## src/rtl/touch_detector.sv

```systemverilog
// Capacitive touch detector: averages a calibration baseline, then debounces
// press/release decisions with hysteresis and tracks slow baseline drift.
module touch_detector #(
   parameter int CAL_SHIFT     = 4,
   parameter int TOUCH_DELTA   = 500,
   parameter int RELEASE_DELTA = 250,
   parameter int DEBOUNCE      = 3
) (
   input  logic        clock_i,
   input  logic        resetn_i,
   input  logic [31:0] count_in_i,
   input  logic        count_valid_i,
   input  logic        recalibrate_i,
   output logic        touched_o,
   output logic        press_o,
   output logic        release_o,
   output logic        calibrated_o,
   output logic [31:0] baseline_o
);

   typedef enum logic [2:0] {
      CALIB      = 3'd0,
      RELEASED   = 3'd1,
      PRESS_PEND = 3'd2,
      PRESSED    = 3'd3,
      REL_PEND   = 3'd4
   } state_t;

   localparam int          SUM_W    = 32 + CAL_SHIFT;
   localparam logic [31:0] TOUCH_TH = 32'(TOUCH_DELTA);
   localparam logic [31:0] REL_TH   = 32'(RELEASE_DELTA);
   localparam logic [3:0]  DEB_N    = 4'(DEBOUNCE);

   state_t               state_q, state_d;
   logic [SUM_W-1:0]     sum_q, sum_d, sum_add;
   logic [CAL_SHIFT-1:0] samp_q, samp_d;
   logic [3:0]           deb_q, deb_d, deb_inc;
   logic [31:0]          baseline_q, baseline_d, delta;
   logic                 touched_q, touched_d;
   logic                 press_q, press_d;
   logic                 release_q, release_d;
   logic                 cal_q, cal_d;
   logic                 is_touch, is_rel;

   // Saturating difference: readings below baseline never wrap to large deltas
   assign delta    = (count_in_i > baseline_q) ? (count_in_i - baseline_q) : 32'd0;
   assign is_touch = (delta >= TOUCH_TH);
   assign is_rel   = (delta < REL_TH);
   assign sum_add  = sum_q + SUM_W'(count_in_i);
   assign deb_inc  = deb_q + 4'd1;

   always_comb begin
      state_d    = state_q;
      sum_d      = sum_q;
      samp_d     = samp_q;
      deb_d      = deb_q;
      baseline_d = baseline_q;
      touched_d  = touched_q;
      cal_d      = cal_q;
      press_d    = 1'b0;
      release_d  = 1'b0;

      if (recalibrate_i) begin
         state_d   = CALIB;
         cal_d     = 1'b0;
         touched_d = 1'b0;
         deb_d     = 4'd0;
         sum_d     = '0;
         samp_d    = '0;
      end else if (count_valid_i) begin
         case (state_q)
            CALIB: begin
               if (samp_q == {CAL_SHIFT{1'b1}}) begin
                  baseline_d = sum_add[CAL_SHIFT +: 32];
                  cal_d      = 1'b1;
                  state_d    = RELEASED;
                  sum_d      = '0;
                  samp_d     = '0;
               end else begin
                  sum_d  = sum_add;
                  samp_d = samp_q + 1'b1;
               end
            end
            RELEASED: begin
               if (is_touch) begin
                  if (DEBOUNCE == 1) begin
                     state_d   = PRESSED;
                     touched_d = 1'b1;
                     press_d   = 1'b1;
                     deb_d     = 4'd0;
                  end else begin
                     state_d = PRESS_PEND;
                     deb_d   = 4'd1;
                  end
               end else if (count_in_i > baseline_q) begin
                  baseline_d = baseline_q + 32'd1;
               end else if (count_in_i < baseline_q) begin
                  baseline_d = baseline_q - 32'd1;
               end
            end
            PRESS_PEND: begin
               if (is_touch) begin
                  if (deb_inc == DEB_N) begin
                     state_d   = PRESSED;
                     touched_d = 1'b1;
                     press_d   = 1'b1;
                     deb_d     = 4'd0;
                  end else begin
                     deb_d = deb_inc;
                  end
               end else begin
                  state_d = RELEASED;
                  deb_d   = 4'd0;
               end
            end
            PRESSED: begin
               if (is_rel) begin
                  if (DEBOUNCE == 1) begin
                     state_d   = RELEASED;
                     touched_d = 1'b0;
                     release_d = 1'b1;
                     deb_d     = 4'd0;
                  end else begin
                     state_d = REL_PEND;
                     deb_d   = 4'd1;
                  end
               end
            end
            REL_PEND: begin
               if (is_rel) begin
                  if (deb_inc == DEB_N) begin
                     state_d   = RELEASED;
                     touched_d = 1'b0;
                     release_d = 1'b1;
                     deb_d     = 4'd0;
                  end else begin
                     deb_d = deb_inc;
                  end
               end else begin
                  state_d = PRESSED;
                  deb_d   = 4'd0;
               end
            end
            default: state_d = CALIB;
         endcase
      end
   end

   always_ff @(posedge clock_i or negedge resetn_i) begin
      if (!resetn_i) begin
         state_q    <= CALIB;
         sum_q      <= '0;
         samp_q     <= '0;
         deb_q      <= 4'd0;
         baseline_q <= 32'd0;
         touched_q  <= 1'b0;
         press_q    <= 1'b0;
         release_q  <= 1'b0;
         cal_q      <= 1'b0;
      end else begin
         state_q    <= state_d;
         sum_q      <= sum_d;
         samp_q     <= samp_d;
         deb_q      <= deb_d;
         baseline_q <= baseline_d;
         touched_q  <= touched_d;
         press_q    <= press_d;
         release_q  <= release_d;
         cal_q      <= cal_d;
      end
   end

   assign touched_o    = touched_q;
   assign press_o      = press_q;
   assign release_o    = release_q;
   assign calibrated_o = cal_q;
   assign baseline_o   = baseline_q;

endmodule

```

## config.mk

```make
export PLATFORM = sky130hd
export DESIGN_NAME = touch_detector
export DESIGN_NICKNAME = d
export VERILOG_FILES = /design/src/rtl/touch_detector.sv
export SDC_FILE = /design/constraint.sdc
export NUM_CORES = 1
export LEC_CHECK = 0
export ABC_AREA = 1
export CORE_UTILIZATION = 45
export CTS_BUF_LIST = sky130_fd_sc_hd__clkbuf_16
export DETAILED_ROUTE_END_ITERATION = 7
export MAX_ROUTING_LAYER = met4
export PLACE_DENSITY = 0.63
export SLEW_MARGIN = 20
export SYNTH_ARGS = -nofsm -noshare
export SYNTH_HDL_FRONTEND = slang
export SYNTH_SLANG_ARGS = --single-unit
```

## constraint.sdc

```tcl
create_clock -name clock_i -period 4.9 [get_ports clock_i]
set_input_delay 1.47 -clock clock_i [delete_from_list [all_inputs] [get_ports clock_i]]
set_output_delay 1.47 -clock clock_i [all_outputs]
set_load 0.1 [all_outputs]
```

==> results of run 1 <==
## per-stage QoR
step	cell area, µm²	std cells	hold WS, ns
floorplan	10290	1663	0.4531
global placement	12970	2222	0.4668
detailed placement	12970	2222	0.4692
CTS	13690	2246	0.4882
global route	14220	2250	0.5089
finish	14220	2250	0.4893
## critical path, stage by stage
cell,delay [ns]
clkdlybuf4s50_1,0.44
ha_1,0.34
nand2_1,0.10
nor2_1,0.11
nand3_1,0.08
nand2_1,0.08
nand2_1,0.06
nand2_2,0.08
nand2_4,0.07
nand2_8,0.12
nand2_8,0.10
buf_6,0.15
ha_2,0.32
buf_4,0.12
nand2_1,0.06
nor4_2,0.28
a21oi_2,0.12
buf_4,0.14
buf_4,0.14
o21ai_2,0.16
a21oi_1,0.08
o21ai_1,0.14
nand2_1,0.09
nand2_2,0.07
o21ai_2,0.05
## state kept, by name, summed over array words and instances (netlist names)
name	count
press_o	1
touched_o	1
release_o	1
state_q	3
calibrated_o	1
baseline_o	32
sum_q	36
deb_q	4
samp_q	4
## final cells by class
class                      count  share of cell area, %
clock inverter                 7                 0.5368
clock buffer                   9                  1.584
multi-input combinational   1311                  55.78
tap                          280                  2.464
timing repair buffer         310                  18.41
inverter                     250                  6.618
sequential                    83                  14.61
## layer usage
layer | part of all wire (%) | vias up
met2 | 45 | 289
met3 | 5.2 | 41
met4 | 2.2 | 0
li1 | - | 5992
met5 | 0 | -
met1 | 47 | 5379
## power breakdown
group	internal (mW)	switching [mW]
logic	3.73	5.40
clock network	0.401	0.333
registers	0.934	0.303
## cell usage in the layout, fill, tap and decap left out, types with 5 or more instances in the layout
| master | instances |
|---|---|
| dlymetal6s2s_1 | 27 |
| a21oi_2 | 14 |
| nor2_1 | 124 |
| nand2_2 | 43 |
| nand3_2 | 7 |
| ha_4 | 38 |
| nand2_1 | 513 |
| buf_4 | 234 |
| nor3_2 | 5 |
| nor3_1 | 13 |
| nand3b_1 | 8 |
| o21a_1 | 6 |
| or2_2 | 12 |
| nor2_2 | 8 |
| a32o_1 | 7 |
| a31oi_1 | 8 |
| dfrtp_1 | 83 |
| xnor2_1 | 20 |
| clkdlybuf4s50_1 | 42 |
| and2_1 | 7 |
| clkbuf_16 | 9 |
| nor2_4 | 5 |
| o21ai_0 | 88 |
| xor2_1 | 29 |
| nand3_1 | 106 |
| a21o_1 | 10 |
| inv_2 | 12 |
| ha_1 | 56 |
| nand4_1 | 16 |
| a21oi_1 | 83 |
| inv_1 | 236 |
| o21ai_1 | 8 |
| a22o_1 | 9 |
| o21ai_2 | 27 |
## logic make-up after synthesis
kind of cell,after synthesis
AOI/OAI and AO/OA,281
adders and majority gates,100
buffers and inverters,270
and+or+nand+nor,880
xor gates and xnor gates,49
DFF,83
## path summary, 6_finish.rpt
kind / from / end / slack, ns / depth (start not counted)
setup / recovery: count_in_i[4] / baseline_o[30] / 0.16 / 25
setup reg to reg: baseline_o[9] / baseline_o[25] / 0.98 / 24
hold reg to reg: touched_o / touched_o / 0.49 / 2
min in group asynchronous: resetn_i / baseline_o[2] / 1.22 / 1
hold / removal: touched_o / touched_o / 0.49 / 2
max in group asynchronous: resetn_i / sum_q[30] / 2.82 / 2
## timing repair
action	in CTS	in global routing
endpoints found under the setup margin	22	18
resized for setup	80	76
cloned	1	0
pin swaps	21	36
buffers inserted	7	4
==> run_results.csv, run 1 <==
group,metric,value,unit
synth,synth_nets,1799,
synth,post_synth.cell_area_avg,6.167,µm²
setup_path,crit_required,5.14,ns
final_layout,insertedDiodeCount,0,
clock_tree,cts_tree,"built",
synth,synthTopCellsByCount,"nand2_1 (527), inv_1 (240), nor2_1 (129)",
timing,slew_viol_final,0,
synth,ys_top_cells_by_area,"dfrtp_1 (20%), nand2_1 (19%), ha_1 (12%)",
synth,ys.flop_type,"dfrtp_1",
global_routing,grt_overflow,0,
final_layout,seq_area,2077,µm²
synth,synth_compound_area_share,16.10,%
synth,synthXorXnorAreaFrac,4.184,%
route,route.vias.total,11701,
setup_path,arrival,4.98,ns
synth,synth_cells,1663,
final_layout,nNetsFinal,2101,
global_routing,antenna_found_initial,0,
timing,fin_crit_sh,96.74,%
global_routing,track_usage,30.38,%
place,io_buffer_count,71,
timing,fmax,211.0,MHz
clock_tree,ctsHoldBuffers,0,
final_layout,utilization,64.35,%
global_routing,grt_use_met2,48.73,%
place,dpl.hpwl,27.78,mm
clock_tree,clock_latency,0.35,ns
run,cap_violations,0,
power_and_ir_drop,p_leak,7.650,nW
synth,yosysWarningCount,0,
setup_path,cp-start-kind,"input port",
die,core_area,22090,µm²
clock_tree,cts_root_buf,"clkbuf_16",
setup_path,cp-end-kind,"flop",
synth,ys_types,49,
synth,synth_top_family_by_area,"simple AND/OR/NAND/NOR gates",
clock_tree,h-tree-depth,3,
final_layout,fillers,2043,
clock_tree,clk_pin_slew,0.07,ns
synth,yosysMostFrequentCell,"nand2_1",
timing,tightest_slew,0.9855,ns
place,dp_slack,-0.7428,ns
route,drt_iter0_drc,708,
synth,yosysTopAreaCell,"dfrtp_1",
setup_path,worstPathMaxFanout,7,
timing,setup_ws,0.1598,ns
synth,synth-edff-count,0,
die,die_area,23400,µm²
route,wl,34.57,mm
global_routing,grt_pass1_wl,54.85,mm
global_routing,top_usage_layer,"met2",
die,die_w,153.0,µm
timing,setup_tns,0,ns
hold_path,hp-class,"flop to flop",
clock_tree,max-clock-path-buffers,2,
timing,relSlewSlack,34.09,%
global_routing,grt_pass1_vias,10953,
place,place_congestion,0.9478,
route,first_pass_iters,5,
setup_path,path_class,"input port to flop",
timing,skew,0.01511,ns
synth,synth-seq-cells,83,
synth,synthAdderAreaFrac,12.42,%
die,ios,72,
synth,synthArstFlopShare,100.0,%
route,drcViolationCount,0,
route,final_antenna_net_count,0,
synth,syn_area,10260,µm²
final_layout,drive_gt1_share,22.84,%
die,start_util,46.42,%
die,rows,54,
route,routed_via_density,5.200,
power_and_ir_drop,vdd_drop_max,687.6,µV
route,wl_per_cell,15.36,µm
global_routing,met1_usage,41.29,%
clock_tree,clkSinkCount,83,
run_status,status,"complete, no violations",
timing,finalHoldViolations,0,
synth,ys_seq_area_share,20.25,%
global_routing,use_met3,2.637,%
power_and_ir_drop,total_power,11.11,mW
die,die_h,153.0,µm
timing,finalSetupViolCount,0,
final_layout,multi_input_area,7930,µm²
final_layout,syn2layout_area_growth,38.62,%
clock_tree,cts_made_buffers,9,
power_and_ir_drop,power_density,781.1,nW/µm²
synth,yosysTopAreaCellShare,20.25,%
synth,synth_mux_area_share,0,%
timing,fin_crit,4.740,ns
synth,synth_simple_gate_area_share,36.62,%
global_routing,grt_max_degree,63,
(Power assumes the default switching activity.)
==> run 2, diff against run 1 <==
CTS_BUF_LIST = sky130_fd_sc_hd__clkbuf_4   (was sky130_fd_sc_hd__clkbuf_16)
==> run 2 against run 1 <==
Setup slack improved by 0.018 ns. Worst hold slack improved by 0.017 ns. Flip-flop and latch count unchanged. Wire length decreased by 1.7%. Sequential power about the same. Register-to-register slack got worse by 0.05 ns. Cell area decreased by 3.9%. Combinational power decreased by 2.4%. Critical endpoint is now baseline_o[22]. Highest routed layer unchanged.
==> run_results.csv, run 2 (synthesis gave the netlist of run 1 again) <==
group,metric,value,unit
timing,finalHoldViolations,0,
final_layout,nNetsFinal,2101,
clock_tree,cts_made_buffers,9,
die,ios,72,
timing,fin_crit_sh,96.36,%
die,core_area,22090,µm²
timing,skew,0.03652,ns
route,wl_per_cell,15.10,µm
setup_path,worstPathMaxFanout,7,
route,wl,33.99,mm
clock_tree,cts_root_buf,"clkbuf_4",
setup_path,crit_required,5.29,ns
run_status,status,"complete, no violations",
setup_path,arrival,5.11,ns
final_layout,fillers,2137,
setup_path,path_class,"input port to flop",
clock_tree,max-clock-path-buffers,2,
global_routing,grt_pass1_wl,53.66,mm
die,die_area,23400,µm²
final_layout,largest_reg_flops,36,
clock_tree,clk_pin_slew,0.16,ns
final_layout,final_common_cell,"nand2_1",
global_routing,track_usage,29.64,%
route,route.vias.total,11601,
route,drcViolationCount,0,
timing,relSlewSlack,34.09,%
route,final_antenna_net_count,0,
final_layout,final_cell_mix,"nand2_1 (516), inv_1 (238), buf_4 (237), nor2_1 (126), nand3_1 (106)",
hold_path,hp-class,"flop to flop",
route,drt_iter0_drc,682,
die,rows,54,
place,io_buffer_count,71,
timing,finalSetupViolCount,0,
power_and_ir_drop,p_leak,7.335,nW
timing,fmax,211.8,MHz
clock_tree,clock_latency,0.50,ns
clock_tree,cts_tree,"built",
setup_path,cp-end-kind,"flop",
global_routing,grt_max_degree,63,
final_layout,syn2layout_area_growth,33.17,%
clock_tree,ctsHoldBuffers,0,
final_layout,regMostFlops,"sum_q",
global_routing,antenna_found_initial,1,
setup_path,cp-start-kind,"input port",
global_routing,grt_pass1_vias,10761,
place,dpl.hpwl,27.78,mm
final_layout,drive_gt1_share,21.12,%
power_and_ir_drop,total_power,10.60,mW
clock_tree,clkSinkCount,83,
power_and_ir_drop,power_density,776.0,nW/µm²
route,first_pass_iters,5,
timing,fin_hold_ws,0.5058,ns
clock_tree,h-tree-depth,3,
setup_path,critPathMaxStageDelay,0.44,ns
setup_path,slowest_stage,"clkdlybuf4s50_1",
die,start_util,46.42,%
setup_path,crit_buf_inv,5,
die,die_h,153.0,µm
power_and_ir_drop,vdd_drop_max,709.1,µV
route,routed_via_density,5.154,
timing,fin_crit,4.722,ns
die,die_w,153.0,µm
timing,tightest_slew,0.9856,ns
place,place_congestion,0.9478,
setup_path,cp_top_family,"compound AO/OA/AOI/OAI gates",
timing,slew_viol_final,0,
global_routing,grt_overflow,0,
run,cap_violations,0,
[run 2: repair_timing]
action / in CTS / in global routing
pin swaps: 6 / 15
endpoints found under the setup margin: 14 / 23
setup buffers: 3 / 8
gates resized for setup: 30 / 60
cloned: 0 / 1
[run 2: worst paths after layout]
check                          startpoint  slack, ns  cells after the start              to
max                        count_in_i[29]       0.18                     25  baseline_o[22]
min                             touched_o       0.51                      2       touched_o
max reg2reg                 baseline_o[0]       0.93                     27  baseline_o[22]
min reg2reg                     touched_o       0.51                      2       touched_o
max in group asynchronous        resetn_i       3.00                      2       sum_q[30]
min in group asynchronous        resetn_i       1.06                      1   baseline_o[3]
[run 2: area by class of cell]
| cell class | count | area [µm²] | area share [%] |
|---|---|---|---|
| tap | 280 | 350.3 | 2.565 |
| multi-input combinational | 1311 | 7599 | 55.63 |
| inverter | 250 | 940.9 | 6.889 |
| sequential | 83 | 2077 | 15.21 |
| antenna | 1 | 2.502 | 0.01832 |
| clock inverter | 7 | 76.32 | 0.5588 |
| clock buffer | 9 | 67.56 | 0.4947 |
| timing repair buffer | 310 | 2545 | 18.63 |
[run 2: tightest hold or removal path, delay by kind of cell (launching register included)]
kind	cells	cell delay, ns
flip-flops	1	0.39
AND/OR/NAND/NOR	2	0.10
[run 2: through the flow]
step                      TNS [ns]  worst slack [ns]  cells  util [%]  cell area, µm²
after CTS                        0          0.008980   2241     59.92           13240
after detailed placement    -13.32           -0.7428   2222     58.70           12970
final                            0            0.1783   2251     61.82           13660
after floorplan                  0           0.02713   1663         -           10290
after global placement      -10.93           -0.5962   2222     58.70           12970
after global routing       -0.1248          -0.06350   2251     61.82           13660
[run 2: metal layers]
| layer | vias up | wire, µm | track usage (%) |
|---|---|---|---|
| met4 | 0 | 533 | 6.494 |
| li1 | 6005 | - | - |
| met5 | - | 0 | - |
| met3 | 35 | 1708 | 2.920 |
| met2 | 257 | 15410 | 47.36 |
| met1 | 5304 | 16340 | 40.47 |
[run 2: report_power, final]
group / switching (mW) / internal, mW
combinational: 5.29 / 3.61
clock: 0.303 / 0.160
sequential: 0.298 / 0.931
